==> src/rtl/count_wrap_monitor.sv <==
`default_nettype none
// ============================================================================
// Module   : count_wrap_monitor
// Purpose  : Watches an up-counter that runs 0..MAX_VALUE and wraps. Every
//            posedge it checks that the counter made a legal step: +1, hold,
//            or MAX_VALUE->0. It produces one-cycle max/wrap event pulses, a
//            saturating wrap tally and a sticky error flag. The error flag
//            keeps the first offending value.
// Ports    : clk        - system clock, rising edge
//            reset      - asynchronous assert, active-high reset
//            count      - monitored counter value [WIDTH]
//            max_hit    - pulse: count reached MAX_VALUE from a different value
//            wrap_pulse - pulse: legal MAX_VALUE->0 wrap observed
//            wrap_count - number of legal wraps, saturating [WRAP_W]
//            step_err   - sticky: illegal step or out-of-range value seen
//            err_value  - count value captured on the first error [WIDTH]
//            mon_state  - 0 = WAIT_FIRST, 1 = TRACK, 2 = FAULT
// Revision : 1.0 - initial release
// ============================================================================
module count_wrap_monitor #(
  parameter int WIDTH     = 4,
  parameter int MAX_VALUE = 8,
  parameter int HOLD_OK   = 1,
  parameter int WRAP_W    = 8
) (
  input  logic              clk,
  input  logic              reset,
  input  logic [WIDTH-1:0]  count,
  output logic              max_hit,
  output logic              wrap_pulse,
  output logic [WRAP_W-1:0] wrap_count,
  output logic              step_err,
  output logic [WIDTH-1:0]  err_value,
  output logic [1:0]        mon_state
);

  localparam logic [WIDTH-1:0]  C_MAX_V     = WIDTH'(MAX_VALUE);
  localparam logic              C_HOLD_OK   = (HOLD_OK != 0);
  localparam logic [WRAP_W-1:0] C_WRAP_FULL = {WRAP_W{1'b1}};

  typedef enum logic [1:0] {
    ST_WAIT_FIRST = 2'd0,
    ST_TRACK      = 2'd1,
    ST_FAULT      = 2'd2
  } mon_state_e;

  mon_state_e        state_q,      state_d;
  logic [WIDTH-1:0]  prev_q,       prev_d;
  logic              max_hit_q,    max_hit_d;
  logic              wrap_pulse_q, wrap_pulse_d;
  logic [WRAP_W-1:0] wrap_count_q, wrap_count_d;
  logic              step_err_q,   step_err_d;
  logic [WIDTH-1:0]  err_value_q,  err_value_d;

  // The increment is one bit wider than the bus, so prev = all-ones gives
  // 2**WIDTH here. It cannot alias to a count of 0.
  logic [WIDTH:0] w_prev_inc;
  logic [WIDTH:0] w_count_ext;
  logic           w_in_range;
  logic           w_is_wrap;
  logic           w_is_step;
  logic           w_is_hold;

  assign w_prev_inc  = {1'b0, prev_q} + {{WIDTH{1'b0}}, 1'b1};
  assign w_count_ext = {1'b0, count};
  assign w_in_range  = (count <= C_MAX_V);
  // The wrap check has priority over the hold check. With MAX_VALUE = 0, a
  // 0->0 sample is therefore a wrap whatever HOLD_OK is set to.
  assign w_is_wrap   = (prev_q == C_MAX_V) && (count == '0);
  assign w_is_step   = (prev_q < C_MAX_V) && (w_count_ext == w_prev_inc);
  assign w_is_hold   = C_HOLD_OK && (count == prev_q);

  always_comb begin
    state_d      = state_q;
    prev_d       = count;
    max_hit_d    = 1'b0;
    wrap_pulse_d = 1'b0;
    wrap_count_d = wrap_count_q;
    step_err_d   = step_err_q;
    err_value_d  = err_value_q;

    case (state_q)
      ST_WAIT_FIRST: begin
        if (!w_in_range) begin
          step_err_d  = 1'b1;
          err_value_d = count;
          state_d     = ST_FAULT;
        end else begin
          max_hit_d = (count == C_MAX_V);
          state_d   = ST_TRACK;
        end
      end

      ST_TRACK: begin
        if (w_is_wrap) begin
          wrap_pulse_d = 1'b1;
          if (wrap_count_q != C_WRAP_FULL) begin
            wrap_count_d = wrap_count_q + 1'b1;
          end
        end else if (w_is_step) begin
          max_hit_d = (count == C_MAX_V);
        end else if (w_is_hold) begin
          // Legal hold: no events. A hold at MAX_VALUE must not re-fire max_hit.
        end else begin
          step_err_d  = 1'b1;
          err_value_d = count;
          state_d     = ST_FAULT;
        end
      end

      ST_FAULT: begin
        // FAULT is absorbing. The first error's value is kept until reset.
      end

      default: begin
        state_d = ST_FAULT;
      end
    endcase
  end

  always_ff @(posedge clk or posedge reset) begin
    if (reset) begin
      state_q      <= ST_WAIT_FIRST;
      prev_q       <= '0;
      max_hit_q    <= 1'b0;
      wrap_pulse_q <= 1'b0;
      wrap_count_q <= '0;
      step_err_q   <= 1'b0;
      err_value_q  <= '0;
    end else begin
      state_q      <= state_d;
      prev_q       <= prev_d;
      max_hit_q    <= max_hit_d;
      wrap_pulse_q <= wrap_pulse_d;
      wrap_count_q <= wrap_count_d;
      step_err_q   <= step_err_d;
      err_value_q  <= err_value_d;
    end
  end

  assign max_hit    = max_hit_q;
  assign wrap_pulse = wrap_pulse_q;
  assign wrap_count = wrap_count_q;
  assign step_err   = step_err_q;
  assign err_value  = err_value_q;
  assign mon_state  = state_q;

endmodule
`default_nettype wire
==> config.mk <==
export PLATFORM = sky130hd
export DESIGN_NAME = count_wrap_monitor
export DESIGN_NICKNAME = d
export VERILOG_FILES = /design/src/rtl/count_wrap_monitor.sv
export SDC_FILE = /design/constraint.sdc
export NUM_CORES = 1
export LEC_CHECK = 0
export BUFFER_PORTS_ARGS = -buffer_cell sky130_fd_sc_hd__buf_2
export CAP_MARGIN = 20
export CORE_MARGIN = 2
export CORE_UTILIZATION = 51
export CTS_CLUSTER_DIAMETER = 60
export DETAILED_ROUTE_END_ITERATION = 8
export PLACE_DENSITY = 0.76
export SYNTH_ARGS = -nofsm -noshare
export SYNTH_HDL_FRONTEND = slang
export SYNTH_SLANG_ARGS = --single-unit
==> constraint.sdc <==
create_clock -name clk -period 2.5 [get_ports clk]
set_input_delay 0.125 -clock clk [delete_from_list [all_inputs] [get_ports clk]]
set_output_delay 0.125 -clock clk [all_outputs]
set_load 0.01 [all_outputs]
# ---- Yosys cells after proc, flatten, opt, wreduce, memory -nomap -nowiden
# Index checks and enable logic that the tools add are counted.
dict set report classes {
  add_sub_neg 2
  n_lt_le_gt_ge 2
  n_eq_ne 11
  muxes 21
  bitwise_logic 1
  n_reduce_logical 8
}
# op n
set op_table {}
lappend op_table {{4-bit two-way mux} 4}
lappend op_table {{1-bit two-way mux} 9}
lappend op_table {{8-bit by 1-bit adder with 8-bit output, second input constant} 1}
lappend op_table {{4-bit equality test, second input constant} 2}
lappend op_table {{2-bit two-way mux} 4}
lappend op_table {{2-bit != test, second input constant} 4}
lappend op_table {{8-bit != test, second input constant} 1}
lappend op_table {{4-bit case mux with 2 select lines} 1}
lappend op_table {{2-bit case mux with 3 select lines} 1}
lappend op_table {{4-bit by 1-bit adder with 5-bit output, second input constant} 1}
lappend op_table {{4-bit by 5-bit equality test with 1-bit output} 1}
lappend op_table {{5-bit AND reduction} 1}
lappend op_table {{4-bit equality test} 1}
lappend op_table {{4-bit less-or-equal comparator, second input constant} 1}
lappend op_table {{4-bit zero test} 1}
lappend op_table {{4-bit less-than comparator, second input constant} 1}
lappend op_table {{1-bit case mux with 2 select lines} 2}
lappend op_table {{4-bit AND reduction} 1}
lappend op_table {{3-bit AND reduction} 1}
lappend op_table {{2-bit by 1-bit equality test with 1-bit output, second input constant} 1}
lappend op_table {{2-bit equality test, second input constant} 1}
lappend op_table {{1-bit logical AND} 2}
lappend op_table {{2-bit zero test} 1}
lappend op_table {{2-bit nonzero test} 1}
lappend op_table {{1-bit inverter} 1}
dict set report totals {
  reg_bits 21
  in_bits 6
  out_inout_bits 17
  wordCells 52
}

# ---- Longest topological paths before layout
# Gate-level depths: netlist of run 1.
dict set report depth {
  word_depth 6
  mapped_depth 7
  ltp_nobuf 7
}

# ---- Worst setup path before layout of run 1
# No wires, ideal clock.
dict set report synth_timing {
  path_type {reg-to-reg}
  from {register prev_q[0]}
  to {register err_value_q[0], in the netlist err_value[0]}
  setup_ps 128
  arrival_ps 1744
  t_required_ps 2372
  setup_slack_ps 629
  path_stages_with_launch 8
  path_buffers 0
  period_less_slack_ps 1871
  path_cell_list {dfrtp_1 -> inv_1 -> ha_1 -> xor2_1 -> nor2_1 -> nand3_1 -> o32ai_4 -> mux2_1}
}
dict set report synth_via {
  elab_chain_len 5
  elab_cells_between_ends 11
  cone_classes {1 x add/sub; 1 x order compare; 6 x eq/ne; 3 x reduce/logical}
}
# element line_no
set synth_lines {}
lappend synth_lines {{from (decl)} 48} ;# logic [WIDTH-1:0] prev_q, prev_d;
lappend synth_lines {{from (signal assigned)} 132} ;# prev_q <= prev_d;
lappend synth_lines {{4-bit by 1-bit adder with 5-bit output} 64} ;# assign w_prev_inc = {1'b0, prev_q} + {{WIDTH{1'b0}}, 1'b1};
lappend synth_lines {{4-bit by 5-bit equality test with 1-bit output} 70} ;# assign w_is_step = (prev_q < C_MAX_V) && (w_count_ext == w_prev_inc);
lappend synth_lines {{1-bit logical AND} 70}
lappend synth_lines {{2-bit != test (no source line)} -}
lappend synth_lines {{5-bit AND reduction (no source line) *} -}
lappend synth_lines {{to (signal assigned)} 137} ;# err_value_q <= err_value_d;
lappend synth_lines {{to (decl)} 53} ;# logic [WIDTH-1:0] err_value_q, err_value_d;
# Mark *: on every way between the ends. The rest lies on a longest branch, timed or not.
# A chain may end at the register's enable or synchronous reset.

# ---- Worst setup path in the final report of run 1
dict set report layout_timing {
  from {input count[2]}
  to {register wrap_count_q[1], in the netlist wrap_count[1]}
}
dict set report layout_via {
  elab_chain_len 3
}
# element line_no
set layout_lines {}
lappend layout_lines {{from (decl)} 28} ;# input logic [WIDTH-1:0] count,
lappend layout_lines {{4-bit zero test} 69} ;# assign w_is_wrap = (prev_q == C_MAX_V) && (count == '0);
lappend layout_lines {{1-bit logical AND} 69}
lappend layout_lines {{3-bit AND reduction (no source line)} -}
lappend layout_lines {{to (signal assigned)} 135} ;# wrap_count_q <= wrap_count_d;
lappend layout_lines {{to (decl)} 51} ;# logic [WRAP_W-1:0] wrap_count_q, wrap_count_d;
# No other way between the ends.

==> results.tsv, run 1 <==
metric	value	unit
status	finished, final reports clean	
all-layer global routing usage	19.0	%
First DRT Iteration DRCs	4	
final hold viol count	0	
Netlist cell types	25	
via count	667	
clk_lat worst skew	0.29	ns
commonest non-fill, non-tap cells in the layout	buf_2 (22), dfrtp_1 (21), xor2_1 (8), xnor2_1 (6)	
CORE AREA	1780	sq um
area delta synth->final	21.9	%
Slowest cell on crit path	dlygate4sd3_1	
share of layout cells above drive strength 1	27.4	%
Setup Viol. Count Final	0	
I/O Buffers	22	
Setup CP Type	primary input to flip-flop	
commonest non-fill, non-tap cell in the layout	buf_2	
crit path launch	count[2]	
CTS buffer count	3	
Starting Density	55.8	%
FF-to-FF Start	prev_q[0]	
fillers	137	
Setup Skew	0.00197	ns
Leak	0.587	nW
Vias/cell	5.09	
Worst Hold Class	flip-flop to flip-flop	
largest net degree at the start of global routing	22	
DP Area	1140	sq um
sequential share of the synthesized area	52.8	%
CTS max path bufs	2	
GRT overflow	0	
Hold Startpoint	step_err	
antenna violations before repair	0	
DRC	0	
CTS tree	done	
Fin Setup TNS	0	ns
CTS Sinks	21	
Die W	48.2	um
dpl cells	122	
vias in the first global route	651	
die area	2320	sq um
Setup crit end kind	flip-flop	
routed wire length per instance	13.2	um
pre-CTS WS	0.501	ns
max-slew violations	0	
H-tree depth	1	
Nets	116	
Max IR drop VDD	467	uV
placer congestion estimate	0.806	
crit-path cells	dlygate4sd3_1 -> buf_2 -> or3_4 -> nand2b_4 -> a311oi_4 -> mux2_1	
root buf cell	clkbuf_4	
row cnt	15	
Gate Count Post-Synth	75	
synthesized area	995	sq um
max-cap violations	0	
Crit path required time	2.69	ns
final instance area	1210	sq um
overall die height	48.2	um
Final Util	68.0	%
yosys warns	0	
Max FO, Critical Path	8	
post-route ant nets	0	
RSZ-0062 raised after global routing	false	
antenna fix cells	0	
Pre-antenna DRT Iters	5	
drt total wl	1.73	mm
Tcrit/Tclk final	81.2	%
CP peak stage delay	0.53	ns
clock-pin slew on the worst setup and hold paths	0.11	ns
Least-Margin Pin Slew	0.743	ns
synthesized net count	84	
Post-CTS Setup Bufs	0	
Worst Path Arrival	2.22	ns
Finished Layout Cells	131	
post-detail-place hpwl	1.32	mm
io pins	23	
pwr/cell area	495	nW/um^2
average cell area after synthesis	13.3	sq um
CTS resizes	0	
type of origin of the critical path	primary input	
first-pass GRT wire length	2.97	mm
final setup margin	0.471	ns
Max Freq	0.493	GHz
crit path time final	2.03	ns
relative slew slack	50.4	%
Seq cells post-synth	21	
[registers in the layout, indices dropped and copies added, names as in the netlist]
signal,flops
err_value,4
max_hit,1
mon_state,2
prev_q,4
step_err,1
wrap_count,8
wrap_pulse,1
[critical path, delay by kind of cell]
family,cells,cell delay (ns)
muxes,1,0.37
buffers and inverters,2,0.68
AOI/OAI and AO/OA,1,0.45
and+or+nand+nor,2,0.59
[cells by family (layout without fill, tap and decap cells)]
| kind of cell | count (synthesis) | after routing | share of synthesized area (%) |
|---|---|---|---|
| AND/OR/NAND/NOR | 24 | 24 | 16.2 |
| flip-flops | 21 | 21 | 52.8 |
| XOR/XNOR | 14 | 14 | 12.3 |
| AO/OA/AOI/OAI | 5 | 5 | 8.05 |
| multiplexers | 5 | 5 | 5.66 |
| adder cells (fa/ha/maj) | 3 | 3 | 3.77 |
| buffers and inverters | 3 | 34 | 1.13 |
[layout make-up]
| type | count | area, sq um | share of cell area [%] |
|---|---|---|---|
| Sequential cell | 21 | 526 | 43.3 |
| Multi-Input combinational cell | 51 | 458 | 37.8 |
| Timing Repair Buffer | 27 | 160 | 13.2 |
| Tap cell | 25 | 31.3 | 2.58 |
| Clock buffer | 4 | 26.3 | 2.17 |
| Inverter | 3 | 11.3 | 0.929 |
[power by group]
group	switching (mW)	total, mW	internal, mW	leakage, nW
logic	0.0412	0.0763	0.0352	0.307
registers	0.0108	0.367	0.357	0.265
clock network	0.0940	0.156	0.0621	0.0150
total	0.146	0.600	0.454	0.587
[worst paths after layout]
kind	end	cells past startpoint	slack, ns
max in group asynchronous	max_hit	3	1.55
setup reg to reg	err_value[0]	7	0.50
hold reg to reg	step_err	1	0.48
hold / removal	step_err	1	0.48
setup / recovery	wrap_count[1]	6	0.47
min in group asynchronous	err_value[2]	3	0.49
[timing repair]
action / in CTS / in global routing
hold buffers: 5 / 0
setup endpoints to repair: 0 / 0
hold endpoints to repair: 25 / 0
[routing by layer]
metal  GRT usage, %  up-vias  share of wire [%]
li1               -      331                  -
met1           26.2      312                 49
met2           28.7       20                 46
met3           3.33        4                3.0
met4           9.73        0                2.2
met5              0        -                  0
[cells in the mapped netlist]
| library cell | instances | area (sq um) |
|---|---|---|
| and3_1 | 2 | 12.5 |
| nor2_1 | 3 | 11.3 |
| mux2_1 | 5 | 56.3 |
| ha_1 | 3 | 37.5 |
| nand4_1 | 5 | 31.3 |
| nand3_1 | 2 | 10.0 |
| o32ai_4 | 1 | 27.5 |
| nor2b_1 | 2 | 12.5 |
| o21a_1 | 1 | 7.51 |
| nand2b_4 | 1 | 13.8 |
| a311oi_4 | 1 | 26.3 |
| nor4_1 | 1 | 6.26 |
| xor2_1 | 8 | 70.1 |
| nand2b_1 | 2 | 12.5 |
| a221o_1 | 1 | 10.0 |
| a221oi_1 | 1 | 8.76 |
| and4bb_1 | 1 | 12.5 |
| or3_4 | 1 | 11.3 |
| nor4bb_1 | 1 | 10.0 |
| dfrtp_1 | 21 | 526 |
| nand2_1 | 1 | 3.75 |
| nor4b_1 | 1 | 8.76 |
| nor3_1 | 1 | 5.00 |
| xnor2_1 | 6 | 52.6 |
| inv_1 | 3 | 11.3 |
[stage by stage]
step	hold WS, ns	total power, mW
2_1_floorplan	0.102	0.415
3_3_place_gp	0.287	0.444
3_5_place_dp	0.291	0.446
4_1_cts	0.486	0.609
5_1_grt	0.493	0.633
6_report	0.481	0.600
Power figures use the tool's default switching activity.
==> run 2, diff against run 1 <==
--- a/config.mk
+++ b/config.mk
@@ -8,10 +8,10 @@
 export BUFFER_PORTS_ARGS = -buffer_cell sky130_fd_sc_hd__buf_2
 export CAP_MARGIN = 20
 export CORE_MARGIN = 2
-export CORE_UTILIZATION = 51
+export CORE_UTILIZATION = 46
 export CTS_CLUSTER_DIAMETER = 60
 export DETAILED_ROUTE_END_ITERATION = 8
-export PLACE_DENSITY = 0.76
+export PLACE_DENSITY = 0.73
 export SYNTH_ARGS = -nofsm -noshare
 export SYNTH_HDL_FRONTEND = slang
 export SYNTH_SLANG_ARGS = --single-unit
==> constraint.sdc (replaced) <==
create_clock -name clk -period 1.63 [get_ports clk]
set_input_delay 0.0815 -clock clk [delete_from_list [all_inputs] [get_ports clk]]
set_output_delay 0.0815 -clock clk [all_outputs]
set_load 0.01 [all_outputs]
==> results.tsv, run 2 (same netlist as run 1, synthesis figures left out) <==
metric	value	unit	change
largest net degree at the start of global routing	14		-36%
Pre-antenna DRT Iters	4		-1
register area	527	sq um	+0.24%
share of layout cells above drive strength 1	46.3	%	+19 points
pwr/cell area	675	nW/um^2	+36%
I/O Buffers	22		unchanged
Hold Startpoint	count[3]		
CTS buffer count	3		unchanged
Setup CP Type	flip-flop to flip-flop		
max FFs per register	8		unchanged
clk_lat worst skew	0.30	ns	about the same
placer congestion estimate	0.770		-4.4%
routed wire length per instance	13.0	um	-1.7%
H-tree depth	1		unchanged
Die W	50.5	um	+4.8%
CTS max path bufs	2		unchanged
commonest non-fill, non-tap cell in the layout	buf_2		
GRT overflow	0		unchanged
FF-to-FF Start	prev_q[0]		
commonest non-fill, non-tap cells in the layout	buf_2 (22), dfrtp_1 (20), buf_4 (17), xor2_1 (8)		
RSZ-0062 raised after global routing	true		
status	finished with violations		
Max IR drop VDD	560	uV	+20%
io pins	23		unchanged
all-layer global routing usage	18.2	%	-0.85 points
row cnt	16		+1
Starting Density	49.7	%	-6.1 points
hold depth	2		+1
DRC	0		unchanged
max-cap violations	0		unchanged
Setup Skew	0.00749	ns	+0.00552 ns
relative slew slack	68.2	%	+18 points
clock-pin slew on the worst setup and hold paths	0.10	ns	about the same
First DRT Iteration DRCs	7		+3
antenna fix cells	0		unchanged
via count	741		+11%
overall power	939	uW	+57%
Crit path required time	1.81	ns	-0.88 ns
Setup Viol. Count Final	15		+15
max-slew violations	0		unchanged
Max FO, Critical Path	5		-3
Hold EP	prev_q[3]		
Tcrit/Tclk final	114	%	
Leak	0.681	nW	+16%
Vias/cell	4.94		-3.0%
post-detail-place hpwl	1.43	mm	+8.7%
CORE AREA	2000	sq um	+12%
root buf cell	clkbuf_4		
crit path time final	1.85	ns	
final hold viol count	0		unchanged
type of origin of the critical path	flip-flop		
area delta synth->final	39.9	%	
failing checks	setup timing		
Nets	133		+15%
Setup crit end kind	flip-flop		
reg2reg end	err_value[0]		
antenna violations before repair	0		unchanged
Final Util	69.5	%	+1.5 points
first-pass GRT wire length	3.47	mm	+17%
drt total wl	1.95	mm	+13%
final setup margin	-0.223	ns	-0.694 ns
Least-Margin Pin Slew	0.471	ns	-0.273 ns
reg2reg path depth	7		unchanged
overall die height	50.5	um	+4.8%
CTS tree	done		
die area	2550	sq um	+9.9%
vias in the first global route	768		+18%
area of the multi-input gates	504	sq um	+10%
fillers	162		+18%
CTS Sinks	21		unchanged
Worst Path Arrival	2.04	ns	-0.18 ns
flop2flop setup slack	-0.22	ns	-0.72 ns
post-route ant nets	0		unchanged
Max Freq	0.540	GHz	
Worst Hold Class	primary input to flip-flop		
## run 2: changes by cell type in the layout (fill, tap and decap cells not counted), sizes merged
cell / change
dlygate4sd3: -1
buf: +18
## run 2: report_power, final
| part | internal, mW | leakage, nW | switching [mW] |
|---|---|---|---|
| combinational | 0.0651 | 0.403 | 0.0711 |
| clock | 0.0952 | 0.0150 | 0.146 |
| sequential | 0.547 | 0.264 | 0.0140 |
| total | 0.707 | 0.681 | 0.232 |
## run 2: how the worst max path moves through the flow
| stage | start | endpoint | slack (ns) | cells past startpoint |
|---|---|---|---|---|
| 4_1_cts | prev_q[0] | err_value[1] | -0.24 | 7 |
| 6_report | prev_q[0] | err_value[0] | -0.22 | 7 |
| 3_5_place_dp | prev_q[0] | err_value[1] | -0.23 | 7 |
| 3_3_place_gp | prev_q[0] | err_value[3] | -0.19 | 7 |
| 2_1_floorplan | prev_q[0] | err_value[0] | -0.20 | 7 |
| 5_1_grt | prev_q[0] | err_value[1] | -0.32 | 7 |
## run 2: worst max-delay path: stages, from the launching register on
cell     delay [ns]
dfrtp_1        0.39
buf_4          0.14
xor2_1         0.17
nor4_1         0.27
buf_4          0.16
nor3_2         0.04
o32ai_4        0.20
mux2_1         0.36
## run 2: layout make-up
type                            instances  area share (%)
Clock buffer                            4            1.89
Multi-Input combinational cell         51            36.2
Sequential cell                        21            37.9
Inverter                                3           0.809
Timing Repair Buffer                   44            20.8
Tap cell                               27            2.43
## run 2: through the flow
step / hold slack [ns] / setup slack, ns / std cells / setup TNS (ns) / area [sq um]
3_3_place_gp: 0.107 / -0.190 / 142 / -1.14 / 1290
6_report: 0.0561 / -0.223 / 150 / -1.62 / 1390
5_1_grt: 0.0457 / -0.322 / 150 / -3.11 / 1390
4_1_cts: 0.0394 / -0.238 / 150 / -1.47 / 1380
2_1_floorplan: 0.0580 / -0.195 / 75 / -1.04 / 1010
3_5_place_dp: 0.113 / -0.228 / 142 / -1.49 / 1290
## run 2: routing by layer
metal | routed length (um) | vias up | global-route usage, % | part of all wire [%]
met5 | 0 | - | 0 | 0
met4 | 33 | 0 | 8.11 | 1.7
met3 | 68 | 4 | 2.68 | 3.5
met2 | 992 | 15 | 30.5 | 51
met1 | 857 | 358 | 23.3 | 44
li1 | - | 364 | - | -
## run 2: what timing repair did
action	in CTS	in global routing
hold buffers	4	0
hold endpoints to repair	15	0
endpoints found under the setup margin	14	16
pin swaps	0	8
buffers inserted	1	1
resized for setup	5	2
